[src/rtl/axis_serdes_pkg.sv]
// Shared types and helpers for the AXI-Stream width converter.
package axis_serdes_pkg;

    typedef enum logic {
        SERIALIZE   = 1'b0,
        DESERIALIZE = 1'b1
    } conv_mode_e;

    typedef enum logic {
        IDLE  = 1'b0,
        SHIFT = 1'b1
    } ser_state_e;

    function automatic int lane_ratio(input int dw, input int lw);
        return dw / lw;
    endfunction

endpackage

[src/rtl/axis_lane_ctr.sv]
// Wrapping lane counter (0..RATIO-1) with synchronous clear, count enable and last-lane flag.
module axis_lane_ctr #(
    parameter int RATIO = 4,
    parameter int CW    = $clog2(RATIO)
) (
    input  logic          clk,
    input  logic          rst,
    input  logic          clear,
    input  logic          en,
    output logic [CW-1:0] count,
    output logic          last
);

    assign last = (count == CW'(RATIO - 1));

    always_ff @(posedge clk or posedge rst) begin
        if (rst) begin
            count <= '0;
        end else if (clear) begin
            count <= '0;
        end else if (en) begin
            count <= last ? '0 : count + CW'(1);
        end
    end

endmodule

[src/rtl/axis_width_conv.sv]
// AXI-Stream width converter: word->lanes (MODE=0) or lanes->word (MODE=1), single clock.
// Optional packet tracking (tlast/tkeep) is enabled by defining AXIS_WCONV_TLAST_EN.
module axis_width_conv
    import axis_serdes_pkg::*;
#(
    parameter int DATA_WIDTH = 32,
    parameter int LANE_WIDTH = 8,
    parameter int MODE       = 0,
    parameter int LSB_FIRST  = 1
) (
    input  logic                                              axis_aclk,
    input  logic                                              axis_reset,
    input  logic [(MODE == 0 ? DATA_WIDTH : LANE_WIDTH)-1:0]  s_axis_tdata,
    input  logic                                              s_axis_tvalid,
    output logic                                              s_axis_tready,
`ifdef AXIS_WCONV_TLAST_EN
    input  logic                                              s_axis_tlast,
    output logic                                              m_axis_tlast,
    output logic [DATA_WIDTH/LANE_WIDTH-1:0]                  m_axis_tkeep,
`endif
    output logic [(MODE == 0 ? LANE_WIDTH : DATA_WIDTH)-1:0]  m_axis_tdata,
    output logic                                              m_axis_tvalid,
    input  logic                                              m_axis_tready,
    output logic                                              busy
);

    localparam int R  = lane_ratio(DATA_WIDTH, LANE_WIDTH);
    localparam int CW = (R > 1) ? $clog2(R) : 1;

    if ((DATA_WIDTH % LANE_WIDTH) != 0 || R < 2) begin : g_param_check
        $error("axis_width_conv: DATA_WIDTH must be a multiple (>=2) of LANE_WIDTH");
    end

    logic [CW-1:0] lane_cnt;
    logic          lane_last;
    logic          ctr_en;
    logic          ctr_clear;
    logic          s_fire;
    logic          m_fire;

    assign s_fire = s_axis_tvalid && s_axis_tready;
    assign m_fire = m_axis_tvalid && m_axis_tready;
    assign busy   = (lane_cnt != '0);

    axis_lane_ctr #(.RATIO(R), .CW(CW)) u_lane_ctr (
        .clk   (axis_aclk),
        .rst   (axis_reset),
        .clear (ctr_clear),
        .en    (ctr_en),
        .count (lane_cnt),
        .last  (lane_last)
    );

    if (MODE == int'(SERIALIZE)) begin : g_ser
        ser_state_e            state;
        ser_state_e            state_next;
        logic [DATA_WIDTH-1:0] shreg;

        function automatic logic [LANE_WIDTH-1:0] head_lane(input logic [DATA_WIDTH-1:0] w);
            return (LSB_FIRST != 0) ? w[LANE_WIDTH-1:0] : w[DATA_WIDTH-1 -: LANE_WIDTH];
        endfunction

        function automatic logic [DATA_WIDTH-1:0] drop_lane(input logic [DATA_WIDTH-1:0] w);
            return (LSB_FIRST != 0) ? (w >> LANE_WIDTH) : (w << LANE_WIDTH);
        endfunction

        always_ff @(posedge axis_aclk or posedge axis_reset) begin
            if (axis_reset) state <= IDLE;
            else            state <= state_next;
        end

        // A new word may only arrive together with the last lane, so SHIFT continues seamlessly.
        always_comb begin
            state_next = state;
            case (state)
                IDLE:    if (s_fire) state_next = SHIFT;
                SHIFT:   if (m_fire && lane_last && !s_fire) state_next = IDLE;
                default: state_next = IDLE;
            endcase
        end

        always_comb begin
            s_axis_tready = 1'b0;
            if (!axis_reset) begin
                case (state)
                    IDLE:    s_axis_tready = 1'b1;
                    SHIFT:   s_axis_tready = lane_last && m_axis_tready;
                    default: s_axis_tready = 1'b0;
                endcase
            end
        end

        assign ctr_en    = (state == SHIFT) && m_fire;
        assign ctr_clear = 1'b0;

        always_ff @(posedge axis_aclk or posedge axis_reset) begin
            if (axis_reset) begin
                m_axis_tvalid <= 1'b0;
                m_axis_tdata  <= '0;
                shreg         <= '0;
            end else if (s_fire) begin
                m_axis_tvalid <= 1'b1;
                m_axis_tdata  <= head_lane(s_axis_tdata);
                shreg         <= drop_lane(s_axis_tdata);
            end else if (m_fire) begin
                if (lane_last) begin
                    m_axis_tvalid <= 1'b0;
                end else begin
                    m_axis_tdata <= head_lane(shreg);
                    shreg        <= drop_lane(shreg);
                end
            end
        end

`ifdef AXIS_WCONV_TLAST_EN
        logic word_last;

        // tlast rides on the lane that is about to become lane R-1.
        always_ff @(posedge axis_aclk or posedge axis_reset) begin
            if (axis_reset) begin
                word_last    <= 1'b0;
                m_axis_tlast <= 1'b0;
            end else if (s_fire) begin
                word_last    <= s_axis_tlast;
                m_axis_tlast <= 1'b0;
            end else if (m_fire) begin
                m_axis_tlast <= !lane_last && word_last && (lane_cnt == CW'(R - 2));
            end
        end

        assign m_axis_tkeep = '0;
`endif
    end else begin : g_des
        logic [DATA_WIDTH-1:0] acc;
        logic [DATA_WIDTH-1:0] acc_next;
        logic                  flush;

        assign s_axis_tready = !axis_reset && (!m_axis_tvalid || m_axis_tready);
        assign ctr_en        = s_fire;

`ifdef AXIS_WCONV_TLAST_EN
        assign flush     = s_fire && (lane_last || s_axis_tlast);
        assign ctr_clear = s_fire && s_axis_tlast;
`else
        assign flush     = s_fire && lane_last;
        assign ctr_clear = 1'b0;
`endif

        always_comb begin
            acc_next = acc;
            for (int i = 0; i < R; i++) begin
                if (lane_cnt == CW'(i)) begin
                    acc_next[((LSB_FIRST != 0) ? i : R - 1 - i) * LANE_WIDTH +: LANE_WIDTH] = s_axis_tdata;
                end
            end
        end

        // The accumulator is cleared on every flush so short packets come out zero-padded.
        always_ff @(posedge axis_aclk or posedge axis_reset) begin
            if (axis_reset) begin
                m_axis_tvalid <= 1'b0;
                m_axis_tdata  <= '0;
                acc           <= '0;
            end else if (flush) begin
                m_axis_tvalid <= 1'b1;
                m_axis_tdata  <= acc_next;
                acc           <= '0;
            end else begin
                if (s_fire) acc <= acc_next;
                if (m_fire) m_axis_tvalid <= 1'b0;
            end
        end

`ifdef AXIS_WCONV_TLAST_EN
        logic [R-1:0] keep_next;

        always_comb begin
            keep_next = '0;
            for (int i = 0; i < R; i++) begin
                keep_next[i] = (CW'(i) <= lane_cnt);
            end
        end

        always_ff @(posedge axis_aclk or posedge axis_reset) begin
            if (axis_reset) begin
                m_axis_tlast <= 1'b0;
                m_axis_tkeep <= '0;
            end else if (flush) begin
                m_axis_tlast <= s_axis_tlast;
                m_axis_tkeep <= keep_next;
            end
        end
`endif
    end

endmodule
[config.mk]
export PLATFORM = sky130hd
export DESIGN_NAME = axis_width_conv
export DESIGN_NICKNAME = d
export VERILOG_FILES = /design/src/rtl/axis_serdes_pkg.sv /design/src/rtl/axis_lane_ctr.sv /design/src/rtl/axis_width_conv.sv
export SDC_FILE = /design/constraint.sdc
export NUM_CORES = 1
export LEC_CHECK = 0
export CORE_MARGIN = 5
export CORE_UTILIZATION = 51
export DETAILED_ROUTE_END_ITERATION = 7
export GPL_ROUTABILITY_DRIVEN = 0
export PLACE_DENSITY_LB_ADDON = 0.3
export SETUP_SLACK_MARGIN = 0.3
export SLEW_MARGIN = 5
export SYNTH_ARGS = -nofsm -noshare
export SYNTH_HDL_FRONTEND = slang
export SYNTH_SLANG_ARGS = --single-unit
[constraint.sdc]
create_clock -name axis_aclk -period 3.7 [get_ports axis_aclk]
set_clock_uncertainty 0.2 [all_clocks]
set_input_delay 0.74 -clock axis_aclk [delete_from_list [all_inputs] [get_ports axis_aclk]]
set_output_delay 0.74 -clock axis_aclk [all_outputs]
set_load 0.01 [all_outputs]
Word level (Yosys, flattened, before mapping)
Cells that the tools add are included.
{ "classes": {"n_addsub": 1, "n_mul": 0, "div_mod_pow": 0, "magnitude_cmp": 0, "n_eq_ne": 2, "shifts": 0, "n_mux": 15, "n_bitwise": 1, "n_reduce_logical": 12} }
{ "ops": {"columns": ["operator", "n"], "rows": [
  ["32-bit two-way mux", 3],
  ["8-bit two-way mux", 3],
  ["1-bit logical AND", 6],
  ["1-bit two-way mux", 6],
  ["2-bit nonzero test", 3],
  ["1-bit case mux with 2 select lines", 2],
  ["2-bit AND reduction", 2],
  ["2-bit by 1-bit adder with 2-bit output, second input constant", 1],
  ["2-bit == test, second input constant", 1],
  ["2-bit two-way mux", 1],
  ["2-bit by 1-bit != test with 1-bit output, second input constant", 1],
  ["1-bit logical NOT", 1],
  ["1-bit inverter", 1]
]} }
{ "word_totals": {"ff_bits": 44, "latchBits": 0, "ram_bits": 0, "rom_bits": 0, "out_inout_bits": 11, "n_memories": 0} }

Longest topological paths before layout
Gate-level depths: netlist (run 1).
{ "depth": {"depth_word": 9, "depth_mapped": 5, "mapped_depth_nobuf": 4} }

Hierarchy
A second synthesis (run 1) with hierarchy kept.
{ "hier_totals": {"cells_unflattened": 133, "hier_area_um2": 1760.4} }
{ "by_module_without_submodules": {"columns": ["mod", "instances", "cells_per_inst", "area_per_inst_um2"], "rows": [
  ["axis_width_conv", 1, 124, 1656.6],
  ["axis_lane_ctr", 1, 9, 103.8]
]} }

Least setup slack after synthesis (run 1)
Ideal clock, no wire load.
{ "synth_path": {"path_kind": "input-to-reg", "from": "input m_axis_tready", "to": "register g_ser.shreg[0]", "setup_ns": 0.125, "t_arrival_ns": 1.737, "required_time_ns": 3.375, "setup_slack_ns": 1.639, "stages": 4, "cell_sequence": "nand2_1 -> a211oi_4 -> buf_6 -> mux2_2"} }
{ "synth_via": {"elab_chain_cells": 6} }
{ "synth_lines": {"columns": ["item", "line", "text"], "rows": [
  ["start: declaration", "axis_width_conv.sv:23", "input logic m_axis_tready,"],
  ["1-bit logical AND", "axis_width_conv.sv:87", "SHIFT: s_axis_tready = lane_last && m_axis_tready;"],
  ["1-bit case mux with 2 select lines", "axis_width_conv.sv:85", "case (state)"],
  ["1-bit two-way mux", "axis_width_conv.sv:84", "if (!axis_reset) begin"],
  ["1-bit logical AND", "axis_width_conv.sv:41", "assign s_fire = s_axis_tvalid && s_axis_tready;"],
  ["2-bit by 1-bit != test with 1-bit output (no source line) / 2-bit nonzero test (equally long branches)", null, null],
  ["2-bit AND reduction (no source line)", null, null],
  ["end signal: assignment", "axis_width_conv.sv:104", "shreg <= drop_lane(s_axis_tdata);"],
  ["end signal: assignment", "axis_width_conv.sv:110", "shreg <= drop_lane(shreg);"],
  ["end: declaration", "axis_width_conv.sv:57", "logic [DATA_WIDTH-1:0] shreg;"]
]} }
Several ways; a longest one is shown, not always the timed one.
A chain may end at the register's enable or synchronous reset.

Worst setup path after layout (run 1)
{ "layout_path": {"from": "input m_axis_tready", "to": "output s_axis_tready"} }
{ "layout_via": {"elab_chain_cells": 3} }
{ "layout_lines": {"columns": ["item", "line", "text"], "rows": [
  ["1-bit logical AND", "axis_width_conv.sv:87", null],
  ["1-bit case mux with 2 select lines", "axis_width_conv.sv:85", null],
  ["1-bit two-way mux", "axis_width_conv.sv:84", null],
  ["end: declaration", "axis_width_conv.sv:15", "output logic s_axis_tready,"]
]} }
No other way between the ends.

==> results of run 1 <==
layout make-up:
type,count,area (sq um)
well taps,46,57.6
flip-flops and latches,36,901
repair buffers,49,483
clock inverters,2,10.0
clock buffers,6,51.3
inverters,13,48.8
multi-input cells,77,761
fillers,287,1020
report_power, final:
| group | total [W] | internal (W) | switching, W | leakage [nW] |
|---|---|---|---|---|
| combinational | 0.000698 | 0.000451 | 0.000247 | 0.563 |
| sequential | 0.000671 | 0.000572 | 0.0000987 | 0.458 |
| clock | 0.000219 | 0.0000904 | 0.000128 | 0.0380 |
| total | 0.00159 | 0.00111 | 0.000474 | 1.06 |
metrics by stage:
stage,utilization,hold WS [ns]
2_1_floorplan,-,0.297
3_3_place_gp,0.675,0.309
3_5_place_dp,0.675,0.316
4_1_cts,0.693,0.330
5_1_grt,0.693,0.352
6_report,0.693,0.329
cell families (layout without fill, tap and decap cells):
family / Yosys count / count (layout) / synth area share
simple gates: 13 / 13 / 0.0321
flops: 36 / 36 / 0.513
compound gates: 5 / 5 / 0.0271
fa+ha+maj: 2 / 2 / 0.0143
mux: 57 / 57 / 0.360
buf+inv: 19 / 70 / 0.0535
per-layer routing:
layer  up-vias  wire, um  track usage
met4         0        70       0.0893
li1        550         -            -
met2        31      1830        0.298
met5         -         0            0
met3         7       155       0.0438
met1       563      1270        0.160
placed cells by master (no fill, tap or decap):
cell             Yosys  final
clkbuf_4             0      5
mux2i_1              8      8
inv_1               13     13
nand3b_1             1      1
clkinv_2             0      2
nand2_1              9      9
mux2_2              49     49
ha_1                 2      2
dfrtp_1             36     36
clkdlybuf4s50_1      0     46
nand3_1              2      2
a21o_1               3      3
nor3_1               1      1
a21oi_1              1      1
clkbuf_8             0      1
buf_4                1      3
a211oi_4             1      1
flip-flops by register name (all words and copies together) (netlist names):
signal,cells
g_ser.shreg,24
m_axis_tdata,8
u_lane_ctr.count,2
g_ser.state,1
m_axis_tvalid,1
worst max-delay path by stage:
stage | depth (start not counted) | to | startpoint | slack, ns
4_1_cts | 4 | s_axis_tready | m_axis_tready | 0.55
2_1_floorplan | 4 | g_ser.shreg[0]$_DFFE_PP0P_ | m_axis_tready | 1.64
3_3_place_gp | 4 | s_axis_tready | m_axis_tready | 0.68
3_5_place_dp | 4 | s_axis_tready | m_axis_tready | 0.55
6_report | 4 | s_axis_tready | m_axis_tready | 0.55
5_1_grt | 4 | s_axis_tready | m_axis_tready | 0.48
worst reg2reg max path, stage by stage, from the launching register on:
cell      delay, ns
dfrtp_1        0.40
ha_1           0.23
nand2_1        0.15
a211oi_4       0.25
buf_4          0.43
mux2_2         0.40
==> summary.txt, run 1 <==
Min path
  – Hold WC Path Type: reg -> reg
  – Hold Path Origin: g_ser.shreg[21]$_DFFE_PP0P_
  – WHS Endpoint: g_ser.shreg[21]$_DFFE_PP0P_
  – Worst hold path depth: 2

Global routing
  – First-pass GRT wire length: 5350 um
  – Initial antenna violation count: 0
  – Largest net degree at the start of global routing: 37
  – Total grt overflow: 0
  – Vias in the first global route: 1226
  – Total GRT Usage: 0.161

Logic synthesis
  – Syn_area_per_cell: 13.3 sq um
  – Async set or reset register ratio after synthesis: 1.00
  – Leading area contributor after synthesis: dfrtp_1
  – Ys Warns: 0
  – Seq/Total Area, Yosys: 0.513
  – Number of synthesized flops with an enable pin: 0
  – Most common library cells after synthesis: 49 x mux2_2, 36 x dfrtp_1, 13 x inv_1, 9 x nand2_1, 8 x mux2i_1
  – Distinct cells, synth: 15
  – Area contributors post-synth: dfrtp_1 51%, mux2_2 31%, mux2i_1 4.6%
  – Top-count cell post-synth: mux2_2
  – Mapped cell area: 1760 sq um
  – Top_reg_cell synth: dfrtp_1
  – Share of the synthesized area in the top cell type: 0.513
  – Number of synthesized register bits: 36
  – Post-Syn Instances: 132
  – Synthesized Nets: 170

STA
  – Worst-margin pin slew: 0.453 ns
  – Final count of negative-setup-slack endpoints: 0
  – Fmax: 0.318 GHz
  – Fin crit share: 0.851
  – Worst setup margin: 0.552 ns
  – Post-Route Setup TNS: 0 ns
  – Final count of hold timing violations: 0
  – Period minus WS final: 3.15 ns
  – Slew margin rel.: 0.698
  – Unrepaired setup endpoints after global routing: false
  – Max Slew Vio Count: 0

Placement
  – Setup Slack @ Placement: 0.553 ns
  – I/O Buffers: 46
  – Placed insts: 221
  – DP Area: 2250 sq um
  – DP Wirelength: 2450 um

Outcome
  – Status: finished clean

Critical path
  – Delay-heaviest family, CP: buffers and inverters
  – WP data required: 2.76 ns
  – Worst path buffer plus inverter count: 2
  – R2R setup slack: 1.53 ns
  – Critical path fanouts, max: 4
  – R2r endpoint: g_ser.shreg[11]$_DFFE_PP0P_
  – Critical path endpoint category: output port
  – CP max-delay cell: clkdlybuf4s50_1
  – Worst path most repeated cell: clkdlybuf4s50_1
  – Slowest stage delay, CP: 0.57 ns
  – Startpoint Class: input port
  – Worst r2r src: u_lane_ctr.count[0]$_DFFE_PP0P_
  – Worst-path cell chain: clkdlybuf4s50_1, nand2_1, a21oi_1, clkdlybuf4s50_1
  – Crit Path Category: in -> out
  – Arr. time, crit path: 2.21 ns
  – Path depth of the worst reg2reg path: 5

Finish
  – Diode count: 0
  – Fin cells: 229
  – Nets: 220
  – Share of layout cells above drive strength 1: 0.333
  – Area grow syn2layout: 31.7%
  – Cell area after layout: 2310 sq um

Floorplanning
  – Initial Util: 0.526
  – Ports: 47
  – DIE WIDTH: 68.7 um
  – Rows: 21
  – Die Y-Extent: 68.7 um
  – Die footprint: 4720 sq um
  – Core area: 3340 sq um

CTS
  – CTS tree: yes
  – Worst-path clk slew: 0.10 ns
  – # hold bufs at CTS: 0
  – Root buffer cell: clkbuf_4
  – Clock Path Buffers: 2
  – Postcts setup bufs: 0
  – CTS H-tree depth: 2
  – Clock buffer count from CTS: 5
  – # resized after CTS: 0
  – CTS sink count: 36
  – Clock Latency Late Sink: 0.34 ns

Pwr
  – P_leak: 1.06 nW
  – Power density cells: 687 nW/um^2
  – Tot Pwr: 0.00159 W
  – Peak supply drop: 0.000390 V

Detailed routing
  – ANT nets after route: 0
  – Via density: 5.03
  – Wirelength, routed: 3330 um
  – Wire length per cell: 14.5 um
  – TritonRoute pass-1 iters: 4
  – DRC: 0
  – Via count: 1151
  – Initial drt markers: 44

Run
  – Max-Cap Viols: 0
(Power assumes the default switching activity.)
==> run 2: changes to the inputs <==
Settings changed: CORE_UTILIZATION 51 to 50, RECOVER_POWER from default to 100.
==> run 2 against run 1 <==
The flow now finishes with violations (capacitance limit, slew limit). Flip-flop and latch count unchanged. Utilization down 1.4 points. Clock power down 11%. Sequential power down 0.6%. Count of clock-buffer cells in the layout down 1. Register-to-register slack worse by 0.41 ns. Total power down 3.3%. Largest power group unchanged.
==> summary.txt, run 2 (synthesized netlist as in run 1, its figures left out) <==
Finish
  – Fin cells: 229
  – Most flop-heavy register: g_ser.shreg
  – Nets: 221
  – Share of layout cells above drive strength 1: 0.311
  – Most frequent cells in the layout: 49 x mux2_2, 36 x dfrtp_1, 33 x clkdlybuf4s50_1
  – Max reg flops: 24
  – Most common cell after layout, fill and taps aside: mux2_2
  – Diode count: 0
  – Area grow syn2layout: 30.1%
  – Largest regs: g_ser.shreg (24), m_axis_tdata (8), u_lane_ctr.count (2)
  – Cell area after layout: 2280 sq um

Placement
  – Placed insts: 222
  – I/O Buffers: 46
  – DP Wirelength: 2490 um
  – DP Area: 2260 sq um

Critical path
  – WP data required: 2.76 ns
  – Worst path most repeated cell: dlygate4sd3_1
  – Worst path buffer plus inverter count: 2
  – Startpoint Class: input port
  – CP max-delay cell: dlygate4sd3_1
  – Critical path endpoint category: output port
  – Crit Path Category: in -> out
  – Delay-heaviest family, CP: buffers and inverters
  – Arr. time, crit path: 2.25 ns
  – Slowest stage delay, CP: 0.62 ns
  – Worst-path cell chain: dlygate4sd3_1, nand2_1, a21oi_1, dlygate4sd3_1
  – Critical path fanouts, max: 4

Floorplanning
  – Ports: 47
  – Core area: 3360 sq um
  – DIE WIDTH: 69.3 um
  – Initial Util: 0.522
  – Die footprint: 4800 sq um
  – Rows: 21
  – Die Y-Extent: 69.3 um

STA
  – Unrepaired setup endpoints after global routing: false
  – Worst-margin pin slew: 1.84 ns
  – Post-Route Setup TNS: 0 ns
  – Slew margin rel.: -0.224
  – Final count of negative-setup-slack endpoints: 0
  – Max Slew Vio Count: 37
  – Final count of hold timing violations: 0
  – Fin Hold WS: 0.337 ns
  – Fin crit share: 0.861
  – Period minus WS final: 3.19 ns
  – Fmax: 0.314 GHz

CTS
  – # hold bufs at CTS: 0
  – Worst-path clk slew: 0.10 ns
  – Clock buffer count from CTS: 5
  – Clock Latency Late Sink: 0.33 ns
  – Postcts setup bufs: 0
  – CTS H-tree depth: 2
  – CTS tree: yes
  – Root buffer cell: clkbuf_4
  – Clock Path Buffers: 2
  – CTS sink count: 36
  – # resized after CTS: 0

Pwr
  – Clk pwr share: 0.127
  – Tot Pwr: 0.00153 W
  – Combinational share of power: 0.438
  – Sw Pwr: 0.000466 W
  – Switching portion of total power: 0.304
  – Peak supply drop: 0.000396 V
  – P_leak: 1.05 nW
  – Seq pwr share: 0.435
  – Power density cells: 672 nW/um^2
  – Cell Int Power: 0.00107 W

Detailed routing
  – Via density: 4.97
  – Wire length per cell: 14.3 um
  – DRC: 0
  – Wirelength, routed: 3270 um
  – ANT nets after route: 0
  – TritonRoute pass-1 iters: 4
  – Initial drt markers: 45
  – Via count: 1137

Run
  – Max-Cap Viols: 1

Min path
  – Hold WC Path Type: reg -> reg

Global routing
  – Total GRT Usage: 0.153
  – Largest net degree at the start of global routing: 37
  – First-pass GRT wire length: 5930 um
  – Initial antenna violation count: 0
  – Vias in the first global route: 1293
  – Total grt overflow: 0

Outcome
  – Status: complete, but fails checks
  – Failing checks: capacitance limit, slew limit
-- run 2: power groups by stage --
| stage | Clock, W | Sequential, W | Combinational [W] |
|---|---|---|---|
| 2_1_floorplan | 0 | 0.000676 | 0.000475 |
| 3_3_place_gp | 0 | 0.000665 | 0.000677 |
| 3_5_place_dp | 0 | 0.000683 | 0.000713 |
| 4_1_cts | 0.000206 | 0.000675 | 0.000718 |
| 5_1_grt | 0.000223 | 0.000693 | 0.000742 |
| 6_report | 0.000195 | 0.000667 | 0.000673 |
-- run 2: worst min-delay path: stages, from the launching register on --
cell	delay, ns
dfrtp_1	0.39
nand2_1	0.06
mux2i_1	0.05
-- run 2: metrics by stage --
stage                     utilization  setup WS [ns]
after floorplan                     -           1.64
after global placement          0.672          0.682
after detailed placement        0.672          0.580
after CTS                       0.686          0.579
after global routing            0.679          0.419
final                           0.679          0.513
-- run 2: metal layers --
layer / GRT usage / share of wire
met1: 0.167 / 0.38
met2: 0.276 / 0.56
met3: 0.0493 / 0.046
met4: 0.0521 / 0.010
met5: 0 / 0
-- run 2: layout make-up --
cell class	count	area, sq um
well taps	46	57.6
clock buffers	5	37.5
multi-input cells	77	748
inverters	13	48.8
repair buffers	50	479
flip-flops and latches	36	901
fillers	282	1080
clock inverters	2	12.5
-- run 2: final timing paths --
kind,start,endpoint,slack (ns),cells after the start
worst max-delay path,m_axis_tready,s_axis_tready,0.51,4
worst min-delay path,g_ser.shreg[19]$_DFFE_PP0P_,g_ser.shreg[19]$_DFFE_PP0P_,0.34,2
worst min register to register,g_ser.shreg[19]$_DFFE_PP0P_,g_ser.shreg[19]$_DFFE_PP0P_,0.34,2
min in group asynchronous,axis_reset,g_ser.shreg[14]$_DFFE_PP0P_,1.36,3
max in group asynchronous,axis_reset,u_lane_ctr.count[0]$_DFFE_PP0P_,0.89,3
worst max register to register,u_lane_ctr.count[0]$_DFFE_PP0P_,g_ser.shreg[10]$_DFFE_PP0P_,1.12,5
==> run 3: changes to the inputs <==
Settings changed: CTS_CLUSTER_SIZE from default to 16.
==> results of run 3 <==
Same layout as run 2: the final DEF is identical, and so are final timing and power.
